==> config.mk <==
export PLATFORM = sky130hd
export DESIGN_NAME = vend_credit_ctrl
export DESIGN_NICKNAME = d
export VERILOG_FILES = /design/src/rtl/vend_credit_ctrl.sv
export SDC_FILE = /design/constraint.sdc
export NUM_CORES = 1
export LEC_CHECK = 0
export ABC_AREA = 0
export CAP_MARGIN = 20
export CORE_MARGIN = 1.5
export CORE_UTILIZATION = 43
export CTS_CLUSTER_DIAMETER = 80
export DETAILED_ROUTE_END_ITERATION = 10
export PLACE_DENSITY = 0.84
export SYNTH_ARGS = -nofsm -noshare
export SYNTH_HDL_FRONTEND = slang
export SYNTH_SLANG_ARGS = --single-unit
==> constraint.sdc <==
create_clock -name clk -period 2.33 [get_ports clk]
set_input_delay 0.3495 -clock clk [delete_from_list [all_inputs] [get_ports clk]]
set_output_delay 0.3495 -clock clk [all_outputs]
set_load 0.01 [all_outputs]
==> src/rtl/vend_credit_ctrl.sv <==
// Vending credit controller: accumulates coins, vends against a packed price table, and
// returns change one unit per valid/ready handshake. Optional refund input: VEND_CANCEL_EN.
module vend_credit_ctrl #(
  parameter int unsigned                    CREDIT_W   = 4,
  parameter int unsigned                    N_PRODUCTS = 4,
  parameter int unsigned                    SEL_W      = 3,
  parameter logic [N_PRODUCTS*CREDIT_W-1:0] PRICES     = 16'h7541
) (
  input  logic                clk,
  input  logic                rst_n,
`ifdef VEND_CANCEL_EN
  input  logic                cancel,
`endif
  input  logic                coin_valid,
  input  logic [CREDIT_W-1:0] coin_value,
  output logic                coin_ready,
  output logic                coin_reject,
  input  logic [SEL_W-1:0]    sel,
  input  logic                buy,
  output logic                enough,
  output logic                insufficient,
  output logic                dispense,
  output logic [SEL_W-1:0]    product_id,
  output logic                change_valid,
  input  logic                change_ready,
  output logic [CREDIT_W-1:0] credit,
  output logic                busy
);

  typedef enum logic [1:0] {StIdle, StCredit, StVend, StChange} state_e;

  state_e              state_q, state_d;
  logic [CREDIT_W-1:0] credit_q, credit_d;
  logic [SEL_W-1:0]    product_id_q, product_id_d;
  logic                coin_reject_q, coin_reject_d;
  logic                insufficient_q, insufficient_d;
  logic                dispense_q, dispense_d;

  logic [CREDIT_W-1:0] price;
  logic                sel_ok;
  logic                accepting;
  logic                cancel_hit;
  logic [CREDIT_W:0]   coin_sum;

  // Selections outside 1..N_PRODUCTS leave sel_ok low and price zero.
  always_comb begin
    price  = '0;
    sel_ok = 1'b0;
    for (int unsigned k = 0; k < N_PRODUCTS; k++) begin
      if (sel == SEL_W'(k + 1)) begin
        price  = PRICES[k*CREDIT_W +: CREDIT_W];
        sel_ok = 1'b1;
      end
    end
  end

`ifdef VEND_CANCEL_EN
  assign cancel_hit = cancel && (state_q == StCredit);
`else
  assign cancel_hit = 1'b0;
`endif

  assign accepting  = (state_q == StIdle) || (state_q == StCredit);
  assign enough     = sel_ok && (price != '0) && (credit_q >= price);
  assign coin_ready = accepting && !buy && !cancel_hit;
  // One extra bit so an overflowing coin is detected rather than wrapped.
  assign coin_sum   = {1'b0, credit_q} + {1'b0, coin_value};

  always_comb begin
    state_d        = state_q;
    credit_d       = credit_q;
    product_id_d   = product_id_q;
    coin_reject_d  = 1'b0;
    insufficient_d = 1'b0;
    dispense_d     = 1'b0;
    unique case (state_q)
      StIdle, StCredit: begin
        if (cancel_hit) begin
          state_d = StChange;
        end else if (buy) begin
          if (enough) begin
            credit_d     = credit_q - price;
            product_id_d = sel;
            dispense_d   = 1'b1;
            state_d      = StVend;
          end else begin
            insufficient_d = 1'b1;
          end
        end else if (coin_valid) begin
          if (coin_sum[CREDIT_W]) begin
            coin_reject_d = 1'b1;
          end else begin
            credit_d = coin_sum[CREDIT_W-1:0];
            if (coin_sum[CREDIT_W-1:0] != '0) state_d = StCredit;
          end
        end
      end
      StVend: begin
        state_d = (credit_q != '0) ? StChange : StIdle;
      end
      StChange: begin
        if (credit_q == '0) begin
          state_d = StIdle;
        end else if (change_ready) begin
          credit_d = credit_q - CREDIT_W'(1);
          if (credit_q == CREDIT_W'(1)) state_d = StIdle;
        end
      end
      default: state_d = StIdle;
    endcase
  end

  always_ff @(posedge clk or negedge rst_n) begin
    if (!rst_n) begin
      state_q        <= StIdle;
      credit_q       <= '0;
      product_id_q   <= '0;
      coin_reject_q  <= 1'b0;
      insufficient_q <= 1'b0;
      dispense_q     <= 1'b0;
    end else begin
      state_q        <= state_d;
      credit_q       <= credit_d;
      product_id_q   <= product_id_d;
      coin_reject_q  <= coin_reject_d;
      insufficient_q <= insufficient_d;
      dispense_q     <= dispense_d;
    end
  end

  assign credit       = credit_q;
  assign product_id   = product_id_q;
  assign coin_reject  = coin_reject_q;
  assign insufficient = insufficient_q;
  assign dispense     = dispense_q;
  assign busy         = (state_q == StVend) || (state_q == StChange);
  assign change_valid = (state_q == StChange) && (credit_q != '0);

endmodule

==> results.yml, run 1 <==
finish:
  stdcell_area_um2: 1570
  fillerInstances: 139
  syn2layout_area_growth_pct: 56.2
  final_nets: 184
  most-common-layout-cells: "clkdlybuf4s50_1 (21), buf_4 (21), dfrtp_1 (11)"
  diodes: 0
  drive_gt1_share_pct: 35.0
global_route:
  grt_max_degree: 13
  antenna_found_initial: 0
  grt_pass1_vias: 1046
  grt_pass1_wl_um: 4790
  grt_usage_pct: 25.1
  gr-total-overflow: 0
cts:
  cts-root-buf: "clkbuf_4"
  cts.sinks: 12
  clk_path_buf_depth: 2
  cts_made_buffers: 3
  h-tree-depth: 1
  cts_tree: "done"
  clk_pin_slew_ps: 80
  holdBufCountCts: 0
  clock_latency_ps: 280
logic_synthesis:
  syn-num-nets: 133
  synth_compound_area_share_pct: 21.7
  synth_cells: 110
  synth_ff_type: "dfrtp_1"
  synth.mux.area_fraction_pct: 6.72
  synthSimpleGateAreaFrac_pct: 17.7
  synth_fa_ha_area_share_pct: 15.2
  async_flop_share_pct: 100
  synth_top_family_by_area: "compound AO/OA/AOI/OAI gates"
  syn_avg_cell_area_um2: 9.13
  post_synth_num_cell_types: 40
  yosys.area_share.xor_xnor_pct: 3.49
  netlist_area_um2: 1000
  yosysSeqAreaShare_pct: 29.9
  yosysWarnings: 0
  ys_ff_latch: 12
  synth_edf_count: 0
sta:
  rsz0062_at_grt: "true"
  fmax_mhz: 396
  worst_hold_slack_ps: 425
  period_needed_ps: 2520
  fin_crit_sh_pct: 108
  setup_slack_ps: -193
  timing_hold_violations_final: 0
  worst_slew_pin_slew_ps: 564
  setup_violations: 10
  maxSlewViolCount: 0
  relSlewSlack_pct: 62.3
  final.setup_skew_ps: 10.0
worst_setup_path:
  crit_type: "in2out"
  r2r_cells: 10
  crit_family: "adder cells"
  cp.depth: 9
  start_kind: "input pin"
  worst-endpoint-arrival_ps: 2170
  reg2reg_setup_slack_ps: 10
  crit_buf_inv: 3
  critPathMaxFanout: 3
  path_cells: "buf_6 -> or3b_4 -> o21ai_2 -> ha_2 -> inv_2 -> fa_2 -> a211oi_4 -> a22oi_4 -> buf_2"
  reg2reg_from: "credit[0]"
  max_stage_delay_ps: 420
  critPathRequiredTime_ps: 1980
  slowest_stage: "or3b_4"
  reg2reg_to: "credit[3]"
  end_kind: "primary output"
detailed_routing:
  vias: 1103
  drc: 0
  first_iter_violations: 50
  final_antenna_net_count: 0
  routed_wl_um: 3580
  drtPass1Iterations: 4
  drt-vias-per-instance: 5.87
  routedWlPerCell_um: 19.1
worst_hold_path:
  hold_path_class: "in2async"
flow_run:
  cap_viol_max_count: 0
pwr:
  p_leak_nw: 0.725
  p_sw_share_pct: 44.4
  intPower_mw: 1.20
  combPwrFrac_pct: 73.0
  seqPwrFrac_pct: 19.2
  power_switching_uw: 960
  vdd_drop_max_mv: 0.833
  power_frac_clock_pct: 7.8
  powerDensity_nw_per_um2: 1380
run_status:
  violations: "setup timing"
  status: "finished with violations"
placement:
  dpl_cell_area_um2: 1440
  numPortBuffers: 25
  gp_congestion: 0.847
  dp_hpwl_um: 2280
floorplan:
  core_area_um2: 2210
  ioPinCount: 26
  die_w_um: 51.3
  start_util_pct: 45.4
  rows: 17
  die_h_um: 51.3
  die_area_um2: 2640
## power by group through the flow
stage | Combinational, mW | Sequential [mW] | Clock [mW]
after floorplan | 0.738 | 0.435 | 0
after global placement | 1.29 | 0.401 | 0
after detailed placement | 1.35 | 0.404 | 0
after CTS | 1.40 | 0.407 | 0.170
after global routing | 1.68 | 0.427 | 0.177
final | 1.58 | 0.414 | 0.169
## cell usage after synthesis, types with 3 or more instances
library cell	number	area share [%]
a21oi_1	3	1.5
o21ai_0	7	3.5
nor2_1	9	3.4
o21ai_1	3	1.5
ha_1	9	11
inv_1	11	4.1
nand2_1	9	3.4
xor2_1	4	3.5
mux2i_1	3	3.0
dfrtp_1	12	30
nor3_1	3	1.5
## flip-flops by register name, summed over array words and instances, names as in the netlist
name and count:
credit 4, product_id 3, state_q 2, coin_reject 1, dispense 1, insufficient 1
## cell families after synthesis
group	Yosys count
XOR/XNOR	4
flip-flops	12
buffers and inverters	14
adder cells (fa/ha/maj)	11
AND/OR/NAND/NOR	34
AO/OA/AOI/OAI	29
multiplexers	6
## what timing repair did
item,4_1_cts,5_1_grt
gates resized for setup,23,15
buffers inserted,2,2
pin swaps,5,3
endpoints found under the hold margin,0,0
endpoints found under the setup margin,12,10
## cell type report
class	instances	area [um^2]	share of cell area [%]
inverter	11	41.3	2.63
sequential	12	302	19.2
timing repair buffer	49	434	27.7
tap	28	35.0	2.23
multi-input combinational	84	721	45.9
clock buffer	4	36.3	2.31
## worst max path at each step
stage / end / slack [ps] / start
global route: credit[3] / -240 / sel[0]
global placement: enough / -750 / sel[2]
floorplan: credit[3] / -300 / sel[1]
detailed placement: enough / -830 / sel[1]
finish: enough / -190 / sel[0]
CTS: enough / -70 / sel[0]
## layer usage
metal | share of wire, % | routed length [um] | GRT usage (%)
met1 | 37 | 1310 | 30.7
met2 | 52 | 1850 | 42.6
met3 | 4.5 | 161 | 1.75
met4 | 7.4 | 265 | 16.2
met5 | 0 | 0 | 0
## per-stage QoR
step	util [%]	setup slack (ps)	TNS, ps	std cells	total power, mW
final	70.9	-193	-1210	188	2.16
after global routing	70.9	-235	-1730	188	2.28
after CTS	67.9	-71.4	-103	186	1.97
after detailed placement	65.0	-827	-7010	180	1.75
after global placement	65.0	-752	-5710	180	1.69
after floorplan	-	-302	-727	110	1.17
Power figures use the tool's default switching activity.
==> run 2, diff against run 1 <==
--- a/config.mk
+++ b/config.mk
@@ -6,6 +6,7 @@
 export NUM_CORES = 1
 export LEC_CHECK = 0
 export ABC_AREA = 0
+export ABC_CLOCK_PERIOD_IN_PS = 2330
 export CAP_MARGIN = 20
 export CORE_MARGIN = 1.5
 export CORE_UTILIZATION = 43
==> results of run 2 <==
Same layout as run 1: the final DEF is identical, and so are final timing and power.
